[src/rtl/mem_arbiter_pkg.sv]
// Shared encodings for the fetch/data memory arbiter and its helpers.
package mem_arbiter_pkg;

    typedef logic [0:0] state_t;
    typedef logic [0:0] gnt_t;

    localparam state_t ST_IDLE = 1'b0;
    localparam state_t ST_BUSY = 1'b1;

    localparam gnt_t GNT_IF  = 1'b0;
    localparam gnt_t GNT_MEM = 1'b1;

    localparam int DATA_W = 32;
    localparam int CNT_W  = 4;

endpackage

[src/rtl/mem_arbiter_wait_counter.sv]
// Access-length counter: cleared on load, counts while enabled, flags WAIT_CYCLES.
module wait_counter
    import mem_arbiter_pkg::*;
#(
    parameter int unsigned TC_VAL = 3
) (
    input  logic clk,
    input  logic rst,
    input  logic load,
    input  logic en,
    output logic tc
);

    logic [CNT_W-1:0] cnt_q, cnt_d;

    always_comb begin
        cnt_d = cnt_q;
        if (load)
            cnt_d = '0;
        else if (en)
            cnt_d = cnt_q + 1'b1;
    end

    always_ff @(posedge clk) begin
        if (rst)
            cnt_q <= '0;
        else
            cnt_q <= cnt_d;
    end

    assign tc = (cnt_q == CNT_W'(TC_VAL));

endmodule

[src/rtl/mem_arbiter.sv]
// Two-port (fetch/data) arbiter onto one single-ported memory with a fixed
// access length of WAIT_CYCLES+1 cycles; the data port always wins.
module mem_arbiter
    import mem_arbiter_pkg::*;
#(
    parameter int unsigned WAIT_CYCLES = 3,
    parameter int unsigned AW          = 32
) (
    input  logic              clk,
    input  logic              rst,
    input  logic              if_req,
    input  logic [AW-1:0]     if_addr,
    output logic              if_ready,
    output logic [DATA_W-1:0] if_rdata,
    input  logic              mem_rd,
    input  logic              mem_wr,
    input  logic [AW-1:0]     mem_addr,
    input  logic [DATA_W-1:0] mem_wdata,
    output logic              mem_ready,
    output logic [DATA_W-1:0] mem_rdata,
    output logic              if_stall,
    output logic              mem_stall,
    output logic              sram_en,
    output logic              sram_we,
    output logic [AW-1:0]     sram_addr,
    output logic [DATA_W-1:0] sram_wdata,
    input  logic [DATA_W-1:0] sram_rdata
);

    state_t            state_q, state_d;
    gnt_t              gnt_q, gnt_d;
    logic [AW-1:0]     addr_q, addr_d;
    logic [DATA_W-1:0] wdata_q, wdata_d;
    logic              we_q, we_d;
    logic [DATA_W-1:0] if_rdata_q, if_rdata_d;
    logic [DATA_W-1:0] mem_rdata_q, mem_rdata_d;

    logic mem_req, busy, tc, done;

    assign mem_req = mem_rd | mem_wr;
    assign busy    = (state_q == ST_BUSY);
    assign done    = busy & tc;

    wait_counter #(.TC_VAL(WAIT_CYCLES)) u_wait_counter (
        .clk  (clk),
        .rst  (rst),
        .load (~busy),
        .en   (busy & ~tc),
        .tc   (tc)
    );

    always_comb begin
        state_d = state_q;
        gnt_d   = gnt_q;
        addr_d  = addr_q;
        wdata_d = wdata_q;
        we_d    = we_q;
        if (!busy) begin
            if (mem_req) begin
                state_d = ST_BUSY;
                gnt_d   = GNT_MEM;
                addr_d  = mem_addr;
                wdata_d = mem_wdata;
                we_d    = mem_wr; // rd+wr together is a write
            end else if (if_req) begin
                state_d = ST_BUSY;
                gnt_d   = GNT_IF;
                addr_d  = if_addr;
                we_d    = 1'b0;
            end
        end else if (tc) begin
            state_d = ST_IDLE;
        end
    end

    assign if_ready  = done & (gnt_q == GNT_IF);
    assign mem_ready = done & (gnt_q == GNT_MEM);

    // Read data is bypassed on the ready cycle, then held in the register.
    always_comb begin
        if_rdata_d  = if_ready  ? sram_rdata : if_rdata_q;
        mem_rdata_d = mem_ready ? sram_rdata : mem_rdata_q;
    end

    assign if_rdata  = if_rdata_d;
    assign mem_rdata = mem_rdata_d;

    always_ff @(posedge clk) begin
        if (rst) begin
            state_q     <= ST_IDLE;
            gnt_q       <= GNT_IF;
            addr_q      <= '0;
            wdata_q     <= '0;
            we_q        <= 1'b0;
            if_rdata_q  <= '0;
            mem_rdata_q <= '0;
        end else begin
            state_q     <= state_d;
            gnt_q       <= gnt_d;
            addr_q      <= addr_d;
            wdata_q     <= wdata_d;
            we_q        <= we_d;
            if_rdata_q  <= if_rdata_d;
            mem_rdata_q <= mem_rdata_d;
        end
    end

    assign sram_en    = busy;
    assign sram_we    = busy & we_q;
    assign sram_addr  = addr_q;
    assign sram_wdata = wdata_q;

    assign if_stall  = if_req & ~if_ready;
    assign mem_stall = mem_req & ~mem_ready;

endmodule

[config.mk]
export PLATFORM = sky130hd
export DESIGN_NAME = mem_arbiter
export DESIGN_NICKNAME = d
export VERILOG_FILES = /design/src/rtl/mem_arbiter_pkg.sv /design/src/rtl/mem_arbiter_wait_counter.sv /design/src/rtl/mem_arbiter.sv
export SDC_FILE = /design/constraint.sdc
export NUM_CORES = 1
export LEC_CHECK = 0
export ABC_AREA = 0
export CAP_MARGIN = 20
export CORE_MARGIN = 8
export CORE_UTILIZATION = 46
export CTS_CLUSTER_SIZE = 10
export DETAILED_ROUTE_END_ITERATION = 16
export PLACE_DENSITY = 0.87
export SYNTH_ARGS = -nofsm -noshare
export SYNTH_HDL_FRONTEND = slang
export SYNTH_SLANG_ARGS = --single-unit
[constraint.sdc]
create_clock -name clk -period 2.95 [get_ports clk]
set_clock_uncertainty 0.2 [all_clocks]
set_input_delay 0.295 -clock clk [delete_from_list [all_inputs] [get_ports clk]]
set_output_delay 0.295 -clock clk [all_outputs]
set_load 0.01 [all_outputs]
==> results of run 1 <==
[routing by layer]
layer	part of all wire (%)	track usage (%)	wire length, um
met3	10	9.50	2040
met1	38	24.8	7620
met4	3.1	9.52	624
met5	0	0	0
met2	49	38.2	9700
[worst paths after layout]
check | startpoint | cells past startpoint | to | slack, ns
setup / recovery | u_wait_counter.cnt_q[0] | 7 | mem_rdata[18] | 0.09
hold / removal | mem_wdata[7] | 3 | sram_wdata[7] | 0.23
hold reg to reg | sram_wdata[4] | 2 | sram_wdata[4] | 0.25
setup reg to reg | u_wait_counter.cnt_q[0] | 8 | if_rdata_q[8] | 0.81
[cells in the final DEF (no fill, tap or decap), types with 2 or more instances in the layout]
cell type / Yosys / routed
a21oi_1: 67 / 67
a311oi_1: 32 / 32
buf_12: 0 / 6
buf_4: 3 / 17
buf_6: 4 / 3
bufbuf_16: 0 / 3
bufinv_16: 0 / 3
clkbuf_16: 0 / 18
clkbuf_8: 0 / 2
clkdlybuf4s15_1: 0 / 13
clkdlybuf4s50_1: 0 / 214
clkinv_2: 0 / 4
clkinv_4: 0 / 3
clkinvlp_4: 0 / 2
dfxtp_1: 135 / 133
dfxtp_2: 0 / 2
dlygate4sd2_1: 0 / 27
dlymetal6s2s_1: 0 / 10
inv_1: 3 / 2
inv_2: 1 / 2
mux2_1: 6 / 6
mux2_2: 58 / 58
mux2i_1: 97 / 97
nand2_1: 162 / 162
nor2_1: 7 / 7
nor3b_4: 1 / 2
o21ai_0: 2 / 2
xor2_1: 2 / 2
[critical path, stage by stage, from the launching register on]
cell             delay [ns]
dfxtp_2                0.34
ha_2                   0.18
nor3b_4                0.18
buf_4                  0.17
nand3_4                0.13
buf_12                 0.19
mux2_2                 0.22
clkdlybuf4s50_1        0.53
[cell type report]
class	count	share of cell area [%]
multi-input cells	446	32.1
well taps	176	2.27
clock inverters	12	1.56
flip-flops and latches	135	27.9
inverters	4	0.155
clock buffers	20	4.70
repair buffers	296	31.4
[state kept, by name (all words and copies together) (netlist names)]
signal / count
sram_en: 1
u_wait_counter.cnt_q: 4
we_q: 1
mem_rdata_q: 32
gnt_q: 1
if_rdata_q: 32
sram_addr: 32
sram_wdata: 32
[power by group]
group | leakage (nW) | switching (mW) | internal (mW) | total [mW]
clock network | 0.296 | 0.777 | 1.37 | 2.15
logic | 2.84 | 0.289 | 0.363 | 0.652
registers | 1.10 | 0.0395 | 1.90 | 1.94
[cell families after synthesis]
| group | after synthesis | share of synthesized area, % |
|---|---|---|
| AOI/OAI and AO/OA | 104 | 10.7 |
| xor gates and xnor gates | 2 | 0.288 |
| adders and majority gates | 1 | 0.206 |
| buffers and inverters | 60 | 4.80 |
| DFF | 135 | 44.5 |
| muxes | 161 | 27.8 |
| and+or+nand+nor | 178 | 11.7 |
[through the flow]
stage	hold slack, ns	cells	setup slack, ns
2_1_floorplan	0.231	641	0.719
3_3_place_gp	0.242	1042	0.278
3_5_place_dp	0.245	1042	0.212
4_1_cts	0.209	1084	0.00489
5_1_grt	0.224	1089	-0.0249
6_report	0.234	1089	0.0924
[what timing repair did]
item / CTS / global route
setup buffers: 6 / 4
pin swaps: 0 / 0
resized for setup: 47 / 26
gates cloned: 4 / 1
setup endpoints to repair: 62 / 36
==> run_results.csv, run 1 <==
group,metric,value,unit
finish,final_layout_size_suffix_gt1_share,14.6,%
place,dpl-instance-area,8880,um^2
global_routing,first_global_vias,5777,
yosys,syn_inst,641,
setup_path,crit_type,"flip-flop to primary output",
finish,nets,1034,
yosys,synth-seq-area-share,44.5,%
yosys,synth-edff-count,0,
global_routing,grt_max_degree,68,
clocking,cts_tree,"done",
global_routing,antenna_found_initial,0,
routing,drtAntennaViolNets,0,
sta,fin_crit_sh,96.9,%
clocking,clk_pin_slew_worst_paths,0.06,ns
clocking,clk_latency,0.40,ns
global_routing,overflow,0,
floorplanning,std_cell_rows,42,
yosys,yosysTopAreaCell,"dfxtp_1",
outcome,run_status,"finished, final reports clean",
setup_path,arrival,2.36,ns
sta,finalHoldViolCount,0,
yosys,ys_warn_count,0,
sta,min_period,2.86,ns
global_routing,grt_pass1_wl,30.1,mm
sta,finalSetupViolCount,0,
yosys,synthTopCellsByArea,"dfxtp_1, mux2i_1, mux2_2",
sta,tns,0,ns
finish,diodes,0,
power_and_ir_drop,ir_drop,339,uV
clocking,htree_levels,4,
sta,tightest_slew,0.716,ns
setup_path,cp-end-kind,"primary output",
yosys,avgSynthCellArea,9.48,um^2
routing,drc_errors,0,
routing,wire_per_inst,18.4,um
worst_hold_path,hold_class,"input pin to flip-flop",
floorplanning,die_y,131,um
power_and_ir_drop,power,4.74,mW
power_and_ir_drop,cellPowerDensity,488,nW/um^2
yosys,synthFlopType,"dfxtp_1",
yosys,netlist.area_leader.share,44.5,%
finish,design_area,9710,um^2
routing,wirelength,20.0,mm
clocking,cts_buffers,17,
yosys,syn_area,6070,um^2
clocking,cts_hold_buf,0,
yosys,synth_common_cells,"nand2_1, dfxtp_1, mux2i_1",
routing,drt_iter0_drc,305,
place,dpl.hpwl,13.9,mm
floorplanning,core_area,13100,um^2
clocking,clockRootBuffer,"clkbuf_16",
yosys,post-synth-top-count-cell,"nand2_1",
sta,rsz0062_at_grt,"true",
floorplanning,io_pins,267,
finish,area_growth,59.8,%
floorplanning,die_x,131,um
sta,finalMaxSlewViolations,0,
sta,fmax,0.350,GHz
finish,final_util,74.2,%
setup_path,startpoint_type,"flip-flop",
floorplanning,dieArea,17100,um^2
setup_path,critPathMaxFanout,13,
yosys,ys_seq_elements,135,
routing,drtPass1Iterations,4,
yosys,synth_cell_types,30,
place,port_buffers,266,
floorplanning,start_util,46.4,%
power_and_ir_drop,cellLeakagePower,4.24,nW
job,drv_cap,0,
yosys,synth_fp_nets,775,
place,routabilityCongestion,0.761,
setup_path,critPathRequiredTime,2.46,ns
finish,fillers,914,
routing,viasPerCell,5.22,
clocking,cts_sinks,135,
yosys,async_flop_share,0,%
finish,regArea,2710,um^2
global_routing,grt_usage,22.7,%
routing,vias,5685,
clocking,clockBufferDepth,2,
sta,maxSlewHeadroom,52.2,%
finish,multi_input_area,3110,um^2
(Power assumes the default switching activity.)
==> run 2, diff against run 1 <==
--- a/config.mk
+++ b/config.mk
@@ -8,10 +8,10 @@
 export ABC_AREA = 0
 export CAP_MARGIN = 20
 export CORE_MARGIN = 8
-export CORE_UTILIZATION = 46
+export CORE_UTILIZATION = 43
 export CTS_CLUSTER_SIZE = 10
 export DETAILED_ROUTE_END_ITERATION = 16
-export PLACE_DENSITY = 0.87
+export PLACE_DENSITY = 0.82
 export SYNTH_ARGS = -nofsm -noshare
 export SYNTH_HDL_FRONTEND = slang
 export SYNTH_SLANG_ARGS = --single-unit
==> run 2 against run 1 <==
Register-to-register slack better by 0.04 ns. Non-clock buffer count increased by 13. Critical path depth is 1 higher. Cell count grew 1.6%. Global-route usage down 0.73 points. Combinational power about the same. Routed wire length increased by 2.1%. Clock power about the same. Cell area is 1.0% higher.
==> run_results.csv, run 2 (synthesis gave the netlist of run 1 again) <==
group,metric,value,unit
sta,finalSetupViolCount,0,
routing,vias,5587,
floorplanning,die_y,135,um
power_and_ir_drop,ir_drop,330,uV
global_routing,antenna_found_initial,0,
clocking,cts_tree,"done",
setup_path,critPathMaxFanout,10,
finish,layout_common_cells,"clkdlybuf4s50_1, nand2_1, dfxtp_1",
finish,final_layout_size_suffix_gt1_share,15.9,%
routing,wirelength,20.4,mm
floorplanning,die_x,135,um
setup_path,critPathRequiredTime,2.46,ns
routing,wire_per_inst,18.4,um
place,dpl.hpwl,14.1,mm
floorplanning,start_util,43.9,%
sta,hold_slack,0.0419,ns
floorplanning,core_area,13800,um^2
setup_path,cpMaxStageDelayCell,"dfxtp_4",
sta,finalWorstSetupSlack,0.0815,ns
clocking,clockRootBuffer,"clkbuf_16",
setup_path,cp-end-kind,"primary output",
global_routing,grt_pass1_wl,31.5,mm
sta,finalHoldViolCount,0,
clocking,cts_buffers,17,
clocking,cts_hold_buf,0,
finish,area_growth,61.4,%
finish,final_util,70.9,%
setup_path,crit_type,"flip-flop to primary output",
power_and_ir_drop,cellPowerDensity,484,nW/um^2
place,dpl-instance-area,8910,um^2
global_routing,grt_usage,22.0,%
job,drv_cap,0,
finish,final_common_cell,"clkdlybuf4s50_1",
place,routabilityCongestion,0.764,
sta,fmax,0.349,GHz
sta,fin_crit_sh,97.2,%
routing,drtPass1Iterations,4,
setup_path,startpoint_type,"flip-flop",
routing,drc_errors,0,
worst_hold_path,hold_class,"input pin to flip-flop",
routing,drtAntennaViolNets,0,
floorplanning,io_pins,267,
floorplanning,std_cell_rows,43,
routing,drt_iter0_drc,289,
place,pre_cts_ws,0.209,ns
finish,diodes,0,
finish,nets,1047,
global_routing,first_global_vias,5823,
sta,maxSlewHeadroom,53.0,%
setup_path,crit_path_max_incr_delay,0.37,ns
clocking,htree_levels,4,
floorplanning,dieArea,18200,um^2
clocking,clk_latency,0.41,ns
power_and_ir_drop,cellLeakagePower,4.28,nW
clocking,cts_sinks,135,
place,port_buffers,266,
finish,design_area,9810,um^2
setup_path,crit_chain,"ha_4, nor3b_4, buf_6, nand3_4, buf_12, buf_4, mux2_2, dlygate4sd2_1",
routing,viasPerCell,5.05,
sta,tightest_slew,0.705,ns
outcome,run_status,"finished, final reports clean",
clocking,clockBufferDepth,2,
global_routing,overflow,0,
sta,finalMaxSlewViolations,0,
sta,min_period,2.87,ns
clocking,clk_pin_slew_worst_paths,0.06,ns
global_routing,grt_max_degree,68,
setup_path,arrival,2.37,ns
## run 2: changes by cell type in the layout (fill, tap and decap cells not counted), sizes merged
cell and change:
clkinvlp +1, clkinv +1, buf +14, dlygate4sd2 +3, inv +1, clkdlybuf4s50 -14, dlymetal6s2s -1, clkbuf -4
clkdlybuf4s15 +12
## run 2: critical path: cells and delay by family, from the launching register on
kind	cells	cell delay, ns
multiplexers	1	0.27
buffers and inverters	4	0.80
AND/OR/NAND/NOR	2	0.37
flip-flops	1	0.37
adder cells (fa/ha/maj)	1	0.14
## run 2: repair_timing
action                     in CTS  in global routing
setup endpoints to repair      62                 23
resized for setup              65                 39
setup buffers                   8                 13
cloned                          4                  0
## run 2: metal layers
metal	track usage (%)	wire length [um]	part of all wire (%)	up-vias
li1	-	-	-	2783
met1	23.6	7880	39	2587
met2	38.4	10300	51	200
met3	9.66	2000	9.8	17
met4	5.93	209	1.0	0
met5	0	0	0	-
## run 2: report_power, final
| group | switching [mW] | internal (mW) |
|---|---|---|
| Combinational | 0.288 | 0.362 |
| Clock | 0.831 | 1.33 |
| Sequential | 0.0389 | 1.89 |
| Total | 1.16 | 3.59 |
## run 2: metrics by stage
step | cells | setup TNS, ns | power (mW)
after floorplan | 641 | 0 | 2.22
after global placement | 1050 | 0 | 2.61
after detailed placement | 1050 | 0 | 2.62
after CTS | 1094 | -0.283 | 4.78
after global routing | 1106 | -0.0723 | 4.93
final | 1106 | 0 | 4.75
## run 2: final cells by class
class	count	area (um^2)
Fill cell	1059	4020
Timing Repair Buffer	309	3130
Sequential cell	135	2710
Inverter	4	15.0
Clock buffer	17	425
Tap cell	180	225
Multi-Input combinational cell	446	3120
Clock inverter	15	180
## run 2: worst paths after layout
| path | startpoint | endpoint | slack (ns) | cells after the start |
|---|---|---|---|---|
| setup / recovery | u_wait_counter.cnt_q[0] | mem_rdata[18] | 0.08 | 8 |
| hold / removal | rst | mem_rdata_q[30] | 0.04 | 4 |
| setup reg to reg | u_wait_counter.cnt_q[0] | if_rdata_q[11] | 0.85 | 7 |
| hold reg to reg | sram_wdata[1] | sram_wdata[1] | 0.25 | 2 |
==> run 3, diff against run 2 <==
--- a/config.mk
+++ b/config.mk
@@ -12,6 +12,7 @@
 export CTS_CLUSTER_SIZE = 10
 export DETAILED_ROUTE_END_ITERATION = 16
 export PLACE_DENSITY = 0.82
+export SLEW_MARGIN = 10
 export SYNTH_ARGS = -nofsm -noshare
 export SYNTH_HDL_FRONTEND = slang
 export SYNTH_SLANG_ARGS = --single-unit
==> constraint.sdc (replaced) <==
create_clock -name clk -period 2.95 [get_ports clk]
set_clock_uncertainty 0.2 [all_clocks]
set_input_delay 0.295 -clock clk [delete_from_list [all_inputs] [get_ports clk]]
set_output_delay 0.295 -clock clk [all_outputs]
set_load 0.05 [all_outputs]
==> run 3 against run 2 <==
Power up 4.5%. Maximum frequency increased by 1.0%. Die area unchanged. First-iteration DRC count down 14%. Combinational power increased by 31%. Cell area shrank 1.2%. Utilization shrank 0.87 points. Worst setup slack improved by 0.028 ns. Sequential share of layout area is 0.27 points higher.
==> run_results.csv, run 3 (synthesis gave the netlist of run 1 again) <==
group,metric,value,unit
outcome,run_status,"finished, final reports clean",
clocking,clk_pin_slew_worst_paths,0.05,ns
setup_path,arrival,2.35,ns
clocking,cts_hold_buf,0,
place,routabilityCongestion,0.748,
routing,wirelength,19.1,mm
routing,drtAntennaViolNets,0,
clocking,clockBufferDepth,2,
floorplanning,io_pins,267,
sta,rsz0062_at_grt,"false",
floorplanning,dieArea,18200,um^2
finish,final_layout_size_suffix_gt1_share,19.6,%
global_routing,grt_max_degree,67,
setup_path,cp-end-kind,"primary output",
place,port_buffers,266,
sta,maxSlewHeadroom,54.1,%
routing,vias,5458,
sta,finalWorstSetupSlack,0.110,ns
global_routing,grt_pass1_wl,29.8,mm
finish,layout_common_cells,"clkdlybuf4s50_1, nand2_1, dfxtp_1",
global_routing,overflow,0,
power_and_ir_drop,cellPowerDensity,512,nW/um^2
routing,wire_per_inst,17.8,um
sta,min_period,2.84,ns
sta,finalMaxSlewViolations,0,
floorplanning,die_y,135,um
clocking,cts_buffers,17,
finish,nets,1015,
setup_path,crit_type,"flip-flop to primary output",
setup_path,ff2ff_setup_slack,0.91,ns
setup_path,startpoint_type,"flip-flop",
finish,fin_cells,1075,
place,pre_cts_ws,0.473,ns
routing,drc_errors,0,
clocking,clk_latency,0.41,ns
clocking,clockRootBuffer,"clkbuf_16",
finish,area_growth,59.5,%
setup_path,critPathRequiredTime,2.46,ns
routing,viasPerCell,5.08,
floorplanning,start_util,43.9,%
global_routing,antenna_found_initial,1,
power_and_ir_drop,cellLeakagePower,4.00,nW
sta,finalHoldViolCount,0,
clocking,htree_levels,4,
worst_hold_path,hold_class,"input pin to flip-flop",
routing,drtPass1Iterations,4,
job,drv_cap,0,
place,dp_cells,1041,
sta,tightest_slew,0.689,ns
global_routing,grt_usage,20.5,%
place,dpl.hpwl,13.7,mm
sta,fin_crit_sh,96.3,%
sta,finalSetupViolCount,0,
floorplanning,core_area,13800,um^2
clocking,cts_sinks,135,
setup_path,critPathMaxFanout,33,
sta,fmax,0.352,GHz
global_routing,first_global_vias,5578,
floorplanning,die_x,135,um
finish,final_common_cell,"clkdlybuf4s50_1",
clocking,cts_tree,"done",
floorplanning,std_cell_rows,43,
power_and_ir_drop,ir_drop,348,uV
sta,tns,0,ns
routing,drt_iter0_drc,248,
[run 3: cell types whose count changed in the layout (fill, tap and decap cells not counted), moves of 3 or more]
cell and change:
buf_12 +28, buf_4 +13, buf_6 -4, bufbuf_16 -3, clkbuf_1 +3, clkbuf_8 +4, clkdlybuf4s15_1 -25, clkdlybuf4s50_1 -3
clkinv_4 -4, clkinvlp_4 -3, dlygate4sd2_1 -30, dlymetal6s2s_1 -8
[run 3: timing repair]
item                                    4_1_cts  5_1_grt
endpoints found under the setup margin        0       33
resized for setup                             0        2
buffers inserted                              0        0
[run 3: final timing paths]
kind                           start        endpoint  cells past startpoint
min reg2reg           if_rdata_q[11]  if_rdata_q[11]                      2
min                              rst  sram_wdata[19]                      2
max reg2reg  u_wait_counter.cnt_q[0]  if_rdata_q[23]                      5
max          u_wait_counter.cnt_q[0]    if_rdata[12]                      6
[run 3: power by group]
group	switching [mW]	internal, mW
clock network	0.754	1.42
logic	0.497	0.358
registers	0.0405	1.90
[run 3: final cells by class]
cell class / instances / area (um^2)
repair buffers: 277 / 3020
fillers: 1012 / 4140
inverters: 4 / 15.0
flip-flops and latches: 135 / 2700
multi-input cells: 446 / 3110
clock buffers: 24 / 492
clock inverters: 8 / 119
diodes: 1 / 2.50
well taps: 180 / 225
[run 3: metal layers]
metal	vias up	global-route usage, %	part of all wire [%]
met5	-	0	0
met4	0	6.61	1.5
met3	17	10.3	12
met2	207	33.4	48
met1	2505	22.8	39
li1	2729	-	-
[run 3: metrics by stage]
step	hold slack, ns	power, mW	utilization, %	area [um^2]
6_report	0.200	4.96	70.1	9690
4_1_cts	0.179	5.00	69.9	9670
3_3_place_gp	0.241	2.82	65.5	9050
5_1_grt	0.228	5.15	70.1	9690
2_1_floorplan	0.231	2.43	-	6070
3_5_place_dp	0.247	2.83	65.5	9050
[run 3: critical path, cell delays in order, from the launching register on]
cell       delay [ns]
dfxtp_1          0.37
ha_1             0.20
nor3b_4          0.19
nor3b_4          0.30
clkbuf_16        0.29
mux2_2           0.37
buf_4            0.19
